==> src/rtl/jtframe_dwnld_writer.sv <==
// ROM download writer: decodes loader byte addresses into SDRAM bank/word/lane,
// buffers them in a small FIFO and issues handshaked prog writes.
module jtframe_dwnld_writer #(
  parameter logic [24:0] BA1_START = 25'h040_0000,
  parameter logic [24:0] BA2_START = 25'h080_0000,
  parameter logic [24:0] BA3_START = 25'h0C0_0000,
  parameter logic        SWAB      = 1'b0,
  parameter int          TAIL      = 16
) (
  input  logic        clk_rom,
  input  logic        rst,
  input  logic        downloading,
  input  logic [24:0] ioctl_addr,
  input  logic [7:0]  ioctl_data,
  input  logic        ioctl_wr,
  input  logic        prog_rdy,
  output logic [21:0] prog_addr,
  output logic [7:0]  prog_data,
  output logic [1:0]  prog_mask,
  output logic [1:0]  prog_bank,
  output logic        prog_we,
  output logic        dwnld_busy,
  output logic        overflow
);

  localparam int CW = (TAIL > 1) ? $clog2(TAIL) : 1;

  typedef struct packed {
    logic [1:0]  bank;
    logic [21:0] addr;
    logic [1:0]  mask;
    logic [7:0]  data;
  } entry_t;

  typedef enum logic [1:0] {ST_IDLE, ST_WRITE, ST_TAIL} state_t;

  state_t      r_state, w_state_next;
  entry_t      r_fifo [4];
  logic [1:0]  r_wr_ptr, r_rd_ptr;
  logic [2:0]  r_count;
  logic [CW-1:0] r_tail_cnt, w_tail_cnt_next;
  logic        r_dl_d, r_was_dl, r_overflow;
  logic        r_prog_we, w_prog_we_next;
  entry_t      r_prog, w_prog_next;

  logic [1:0]  w_bank;
  logic [24:0] w_start;
  logic [22:0] w_offset;
  entry_t      w_entry, w_head;
  logic        w_push_req, w_full, w_pop, w_push, w_dl_rise, w_enter_tail;

  always_comb begin
    w_bank  = 2'd3;
    w_start = BA3_START;
    if (ioctl_addr < BA1_START) begin
      w_bank  = 2'd0;
      w_start = '0;
    end else if (ioctl_addr < BA2_START) begin
      w_bank  = 2'd1;
      w_start = BA1_START;
    end else if (ioctl_addr < BA3_START) begin
      w_bank  = 2'd2;
      w_start = BA2_START;
    end
  end

  // Only 23 offset bits matter: word address is offset[22:1], lane is offset[0].
  assign w_offset     = 23'(ioctl_addr - w_start);
  assign w_entry.bank = w_bank;
  assign w_entry.addr = w_offset[22:1];
  assign w_entry.mask = (w_offset[0] ^ SWAB) ? 2'b01 : 2'b10;
  assign w_entry.data = ioctl_data;

  assign w_head     = r_fifo[r_rd_ptr];
  assign w_dl_rise  = downloading & ~r_dl_d;
  assign w_push_req = ioctl_wr & downloading;
  assign w_full     = (r_count == 3'd4);
  // The head leaves the FIFO when it is loaded onto prog_*, freeing its slot.
  assign w_pop      = (r_state == ST_IDLE) && (r_count != 3'd0);
  assign w_push     = w_push_req & (~w_full | w_pop);

  always_ff @(posedge clk_rom) begin
    if (w_push) r_fifo[r_wr_ptr] <= w_entry;
  end

  always_ff @(posedge clk_rom or posedge rst) begin
    if (rst) begin
      r_wr_ptr   <= '0;
      r_rd_ptr   <= '0;
      r_count    <= '0;
      r_dl_d     <= 1'b0;
      r_was_dl   <= 1'b0;
      r_overflow <= 1'b0;
    end else begin
      r_dl_d <= downloading;
      if (w_push) r_wr_ptr <= r_wr_ptr + 2'd1;
      if (w_pop)  r_rd_ptr <= r_rd_ptr + 2'd1;
      case ({w_push, w_pop})
        2'b10:   r_count <= r_count + 3'd1;
        2'b01:   r_count <= r_count - 3'd1;
        default: r_count <= r_count;
      endcase
      if (downloading)       r_was_dl <= 1'b1;
      else if (w_enter_tail) r_was_dl <= 1'b0;
      if (w_push_req && w_full && !w_pop) r_overflow <= 1'b1;
      else if (w_dl_rise)                 r_overflow <= 1'b0;
    end
  end

  always_ff @(posedge clk_rom or posedge rst) begin
    if (rst) begin
      r_state    <= ST_IDLE;
      r_tail_cnt <= '0;
      r_prog_we  <= 1'b0;
      r_prog     <= '{bank: 2'd0, addr: 22'd0, mask: 2'b11, data: 8'd0};
    end else begin
      r_state    <= w_state_next;
      r_tail_cnt <= w_tail_cnt_next;
      r_prog_we  <= w_prog_we_next;
      r_prog     <= w_prog_next;
    end
  end

  always_comb begin
    w_state_next    = r_state;
    w_tail_cnt_next = r_tail_cnt;
    w_prog_we_next  = r_prog_we;
    w_prog_next     = r_prog;
    w_enter_tail    = 1'b0;
    case (r_state)
      ST_IDLE: begin
        if (r_count != 3'd0) begin
          w_prog_next    = w_head;
          w_prog_we_next = 1'b1;
          w_state_next   = ST_WRITE;
        end else if (!downloading && r_was_dl) begin
          w_enter_tail = 1'b1;
        end
      end
      ST_WRITE: begin
        if (prog_rdy) begin
          w_prog_we_next = 1'b0;
          // Going straight to TAIL keeps busy continuous after the final write.
          if (r_count == 3'd0 && !downloading && r_was_dl) w_enter_tail = 1'b1;
          else                                             w_state_next = ST_IDLE;
        end
      end
      ST_TAIL: begin
        if (w_dl_rise || r_tail_cnt == '0) w_state_next = ST_IDLE;
        else                               w_tail_cnt_next = r_tail_cnt - 1'b1;
      end
      default: w_state_next = ST_IDLE;
    endcase
    if (w_enter_tail) begin
      w_state_next    = ST_TAIL;
      w_tail_cnt_next = CW'(TAIL - 1);
    end
  end

  assign prog_addr  = r_prog.addr;
  assign prog_data  = r_prog.data;
  assign prog_mask  = r_prog.mask;
  assign prog_bank  = r_prog.bank;
  assign prog_we    = r_prog_we;
  assign overflow   = r_overflow;
  assign dwnld_busy = downloading || (r_count != 3'd0) ||
                      (r_state == ST_WRITE) || (r_state == ST_TAIL);

endmodule

==> config.mk <==
export PLATFORM = sky130hd
export DESIGN_NAME = jtframe_dwnld_writer
export DESIGN_NICKNAME = d
export VERILOG_FILES = /design/src/rtl/jtframe_dwnld_writer.sv
export SDC_FILE = /design/constraint.sdc
export NUM_CORES = 1
export LEC_CHECK = 0
export CORE_UTILIZATION = 60
export DETAILED_ROUTE_END_ITERATION = 10
export PLACE_DENSITY = 0.86
export SYNTH_ARGS = -nofsm -noshare
export SYNTH_HDL_FRONTEND = slang
export SYNTH_SLANG_ARGS = --single-unit
==> constraint.sdc <==
create_clock -name clk_rom -period 4.45 [get_ports clk_rom]
set_clock_uncertainty 0.05 [all_clocks]
set_input_delay 0.89 -clock clk_rom [delete_from_list [all_inputs] [get_ports clk_rom]]
set_output_delay 0.89 -clock clk_rom [all_outputs]
set_load 0.02 [all_outputs]
# After elaboration in Yosys (flattened, before gate mapping)
# Memory sizes are Yosys's and may differ from the RTL's. A register that Yosys moved wholly into a read port is not among the register bits.
# Cells that the tools add are included.
[classes]
add_sub_neg = 6
order_cmp = 3
eq_ne = 12
muxes = 31
bitwise = 6
n_reduce_logical = 25
[ops]
columns = ["op", "count"]
rows = [
  ["$mux 23", 3],
  ["$lt 25x24->1 const B", 2],
  ["$lt 25x23->1 const B", 1],
  ["$sub 23x23->23", 1],
  ["$mux 2", 8],
  ["$mux 1", 13],
  ["$mux 4", 3],
  ["$reduce_bool 2->1", 5],
  ["$ne 3x3->1 const B", 3],
  ["$logic_and 1x1->1", 6],
  ["$pmux 2 s3", 1],
  ["$pmux 3 s2", 1],
  ["$add 2x1->2 const B", 2],
  ["$eq 2x1->1 const B", 2],
  ["$eq 2x2->1 const B", 2],
  ["$logic_not 4->1", 1],
  ["$logic_or 1x1->1", 4],
  ["$ne 2x2->1 const B", 2],
  ["$pmux 1 s2", 2],
  ["$reduce_and 2->1", 2],
  ["$reduce_and 4->1", 1],
  ["$sub 4x1->4 const B", 1],
  ["$add 3x1->3 const B", 1],
  ["$and 1x1->1", 3],
  ["11 further kinds", 13],
]
[totals]
reg_bits = 17
mem_bits_rw = 136
out_inout_bits = 37
elab_cells = 93
n_memories = 1
[memory_table]
columns = ["memory", "depth", "word_bits", "read_ports", "rd_clocked_by_memory_dff", "write_ports", "line_no", "rtl"]
rows = [
  ["r_fifo", 4, 34, 1, 1, 1, "38", "entry_t r_fifo [4];"],
]

# Longest topological paths before layout
[depth]
depth_word = 8
ltp_mapped = 6
depth_no_buf = 6

# Worst setup path before layout
# No wires, ideal clock.
[synth_path]
path_kind = "input -> output"
start = "in downloading"
end = "out dwnld_busy"
arrival_ps = 1829
required_time_ps = 3510
path_slack_ps = 1681
cell_stages = 2
path_buffers = 0
path_cell_list = "or4_4 or3b_2"
[synth_via]
elab_chain_len = 3
[synth_lines]
columns = ["item", "line_no", "rtl"]
rows = [
  ["start: declaration", "12", "input logic downloading,"],
  ["$logic_or 1x1->1 (2 in a row)", "166", "assign dwnld_busy = downloading || (r_count != 3'd0) ||"],
  ["$logic_or 1x1->1", "167", "(r_state == ST_WRITE) || (r_state == ST_TAIL);"],
  ["end: declaration", "22", "output logic dwnld_busy,"],
]
# Every way passes these cells.

# Worst setup path after layout
# Ends and elaborated chain as after synthesis.

==> summary.md <==
| Metric | Value |
|---|---|
| Antenna violations before repair | 0 |
| Post-route DRC | 8 |
| Clk Latency, worst-skew pair | roughly 0.43 ns |
| Pin count of the biggest net entering global routing | 39 |
| Worst VDD drop | ~0.00056 V |
| DIE AREA | 0.0123 sq mm |
| Via density | 6.07 |
| Final worst slack | around 0.65 ns |
| FF+latch count, synth | between 150 and 200 |
| Syn Nets | around 400 |
| Synth cell types | 40 |
| Min Clock Period, post-route | approximately 3.8 ns |
| Nets | 480 |
| Total CTS buffers | 17 |
| TNS Setup | 0 ns |
| Vias in the first global route | between 3,000 and 4,000 |
| CTS clk-pin slew, worst paths | roughly 0.06 ns |
| PostCTS Resize Cnt | 0 |
| Die Y | around 110 um |
| P_int | about 0.0041 W |
| Cell count after synthesis | 351 |
| Final core area utilization | around three quarters |
| Final setup fails | 0 |
| HP Class | flip-flop to flip-flop |
| Overflow after GRT | 0 |
| Postcts setup bufs | 0 |
| Combinational Power Share | between 30% and 40% |
| First-pass GRT wire length | between 20 and 25 mm |
| CTS root buffer | clkbuf_16 |
| ANT nets after route | 0 |
| Ant. Diodes | 0 |
| Clock sink count | roughly 190 |
| Critical Path AT | 2.86 ns |
| Max-cap violations | 0 |
| Worst slew margin | about a third |
| Layout cells sized above 1 | between 20% and 30% |
| Sw Ratio | a little under a third |
| RSZ-0062 raised after global routing | false |
| LEAKAGE | ~3.0 nW |
| H-tree levels | 4 |
| DP Wirelength | between 7 and 8 mm |
| Count of final max-slew check failures | 0 |
| Area growth syn-to-layout | 21.0% |
| Synth Warn # | 0 |
| F_max | between 200 and 300 MHz |
| Power Density | around 700 mW/mm^2 |
| Cts hold-fix bufs | 0 |
| Vias after detailed routing | approximately 3,600 |
| WS Path Type | input port to output pin |
| Detailed Routing Iterations Pass 1 | 8 |
| IO Port Bufs | between 70 and 80 |
| DRT Wirelength | between 10 and 15 mm |
| Core ar. | between 0.01 and 0.015 sq mm |
| Starting DRT DRC Count | 295 |
| Starting Density | 61.9% |
| I/O pins | 75 |
| GRT Overall Usage | a little under a quarter |
| Seq/Total Area, Yosys | about 75% |
| CP Capture Type | output pin |
| Mapped cell area | 0.00713 sq mm |
| Syn Area/Cell | around 20 sq um |
| Status | finished, violations left |
| Sequential share of power | 43.0% |
| Per-cell routed wire length | 22.4 um |
| Setup WS pre-CTS | about 0.67 ns |
| Worst-margin pin slew | about 1 ns |
| Failing checks | design-rule violations |
| Die Wd | 111 um |
| Switching power | 0.00186 W |
| Clock Path Buffers | 2 |
| Row count | 39 |
| Worst Path Max Fanout | 6 |
| GP Congestion | ~0.81 |
| TritonCTS clock tree | yes |
| Final Cycle Share | 85.4% |
| Share of power burned in the clock network | 25.2% |
| CP Data Required Time | 3.51 ns |
| Final hold viol count | 0 |
| Worst setup SP type | input port |
## synth_stat cells (all sizes together)
| library cell | instances | area share, % |
|---|---|---|
| fa | 1 | 0.28 |
| o21bai | 1 | 0.11 |
| mux2 | 34 | 5.4 |
| a211oi | 2 | 0.21 |
| a21oi | 2 | 0.14 |
| a31oi | 2 | 0.18 |
| nor2b | 3 | 0.26 |
| a21o | 1 | 0.11 |
| nand3 | 2 | 0.14 |
| o2111a | 1 | 0.16 |
| nand2 | 8 | 0.42 |
| o311a | 1 | 0.14 |
| inv | 11 | 0.58 |
| o211ai | 2 | 0.21 |
| or2 | 3 | 0.26 |
| edfxtp | 136 | 57 |
| nand3b | 1 | 0.11 |
| and2 | 5 | 0.44 |
| xor2 | 1 | 0.12 |
| buf | 7 | 0.49 |
| o21ai | 3 | 0.21 |
| or4b | 1 | 0.19 |
| or3b | 1 | 0.12 |
| nor4b | 1 | 0.12 |
| nand2b | 3 | 0.30 |
| mux4 | 34 | 11 |
| dfstp | 2 | 0.74 |
| dfrtp | 49 | 17 |
| xnor2 | 4 | 0.49 |
| nand4 | 1 | 0.088 |
| nor2 | 6 | 0.32 |
| ha | 5 | 0.88 |
| o22a | 1 | 0.12 |
| a2bb2oi | 1 | 0.21 |
| nor3 | 2 | 0.14 |
| or4 | 1 | 0.16 |
| clkbuf | 6 | 0.32 |
| or3 | 4 | 0.35 |
| a32oi | 2 | 0.25 |
## sequential cells by signal (all words and copies together), names as in the netlist, 2 cells and up
name and count:
prog_addr 22, prog_bank 2, prog_data 8, prog_mask 2, r_count 3, r_fifo 136
r_rd_ptr 2, r_state 2, r_tail_cnt 4, r_wr_ptr 2
## path summary, 6_finish.rpt
kind / depth (start not counted) / end / slack [ns] / from
max: 4 / dwnld_busy / 0.65 / downloading
min: 1 / prog_we / 0.44 / prog_we
max reg2reg: 3 / r_fifo[2][19] / 1.71 / r_state[0]
min reg2reg: 1 / prog_we / 0.44 / prog_we
max in group asynchronous: 3 / prog_mask[1] / 2.76 / rst
min in group asynchronous: 2 / prog_addr[14] / 0.76 / rst
## through the flow
step	instances	total power, W	area (sq um)	hold slack (ns)
6_report	592	0.00600	8620	0.436
3_5_place_dp	560	0.00451	8030	0.432
2_1_floorplan	351	0.00382	7130	0.415
4_1_cts	592	0.00605	8620	0.446
5_1_grt	592	0.00627	8620	0.464
3_3_place_gp	560	0.00440	8030	0.414
## worst max-delay path: stages
cell and delay (ns):
clkdlybuf4s50_1 0.50, or4_4 0.47, or3b_2 0.45, clkdlybuf4s50_1 0.55
## metal layers
layer	share of wire, %	global-route usage [%]
met1	39	29.6
met2	53	39.6
met3	5.6	7.76
met4	2.5	9.22
met5	0	0
## power by group through the flow
stage               logic [W]  clock network (W)  registers, W
global placement      0.00182                  0       0.00258
floorplan             0.00117                  0       0.00265
CTS                   0.00192            0.00153       0.00259
detailed placement    0.00189                  0       0.00262
finish                0.00191            0.00151       0.00258
global route          0.00204            0.00159       0.00264
## layout make-up
cell class | count | area [sq um]
sequential | 187 | 5370
fill | 629 | 2890
multi-input combinational | 140 | 1670
timing repair buffer | 79 | 778
clock buffer | 18 | 429
tap | 143 | 179
clock inverter | 14 | 159
inverter | 11 | 41.3
## logic make-up after synthesis
family / share of synthesized area [%]
flops: 75.3
mux: 16.1
simple gates: 3.42
buf+inv: 1.39
compound gates: 2.04
fa+ha+maj: 1.16
xor+xnor: 0.615
## layout by cell type (no fill, tap or decap), drive strengths merged, types with 2 or more instances in the layout
cell             n
mux2            34
mux4            34
and2             5
or3              4
clkdlybuf4s50   74
inv             16
or2              3
nor3             2
clkbuf          18
a21oi            2
nand2            8
bufinv           2
ha               5
nor2b            3
o211ai           2
a31oi            2
nand3            2
a32oi            2
nor2             6
a211oi           2
edfxtp         136
xnor2            4
clkinvlp         2
clkinv           5
dfrtp           49
nand2b           3
buf              5
o21ai            3
dfstp            2
Power figures use the tool's default switching activity.
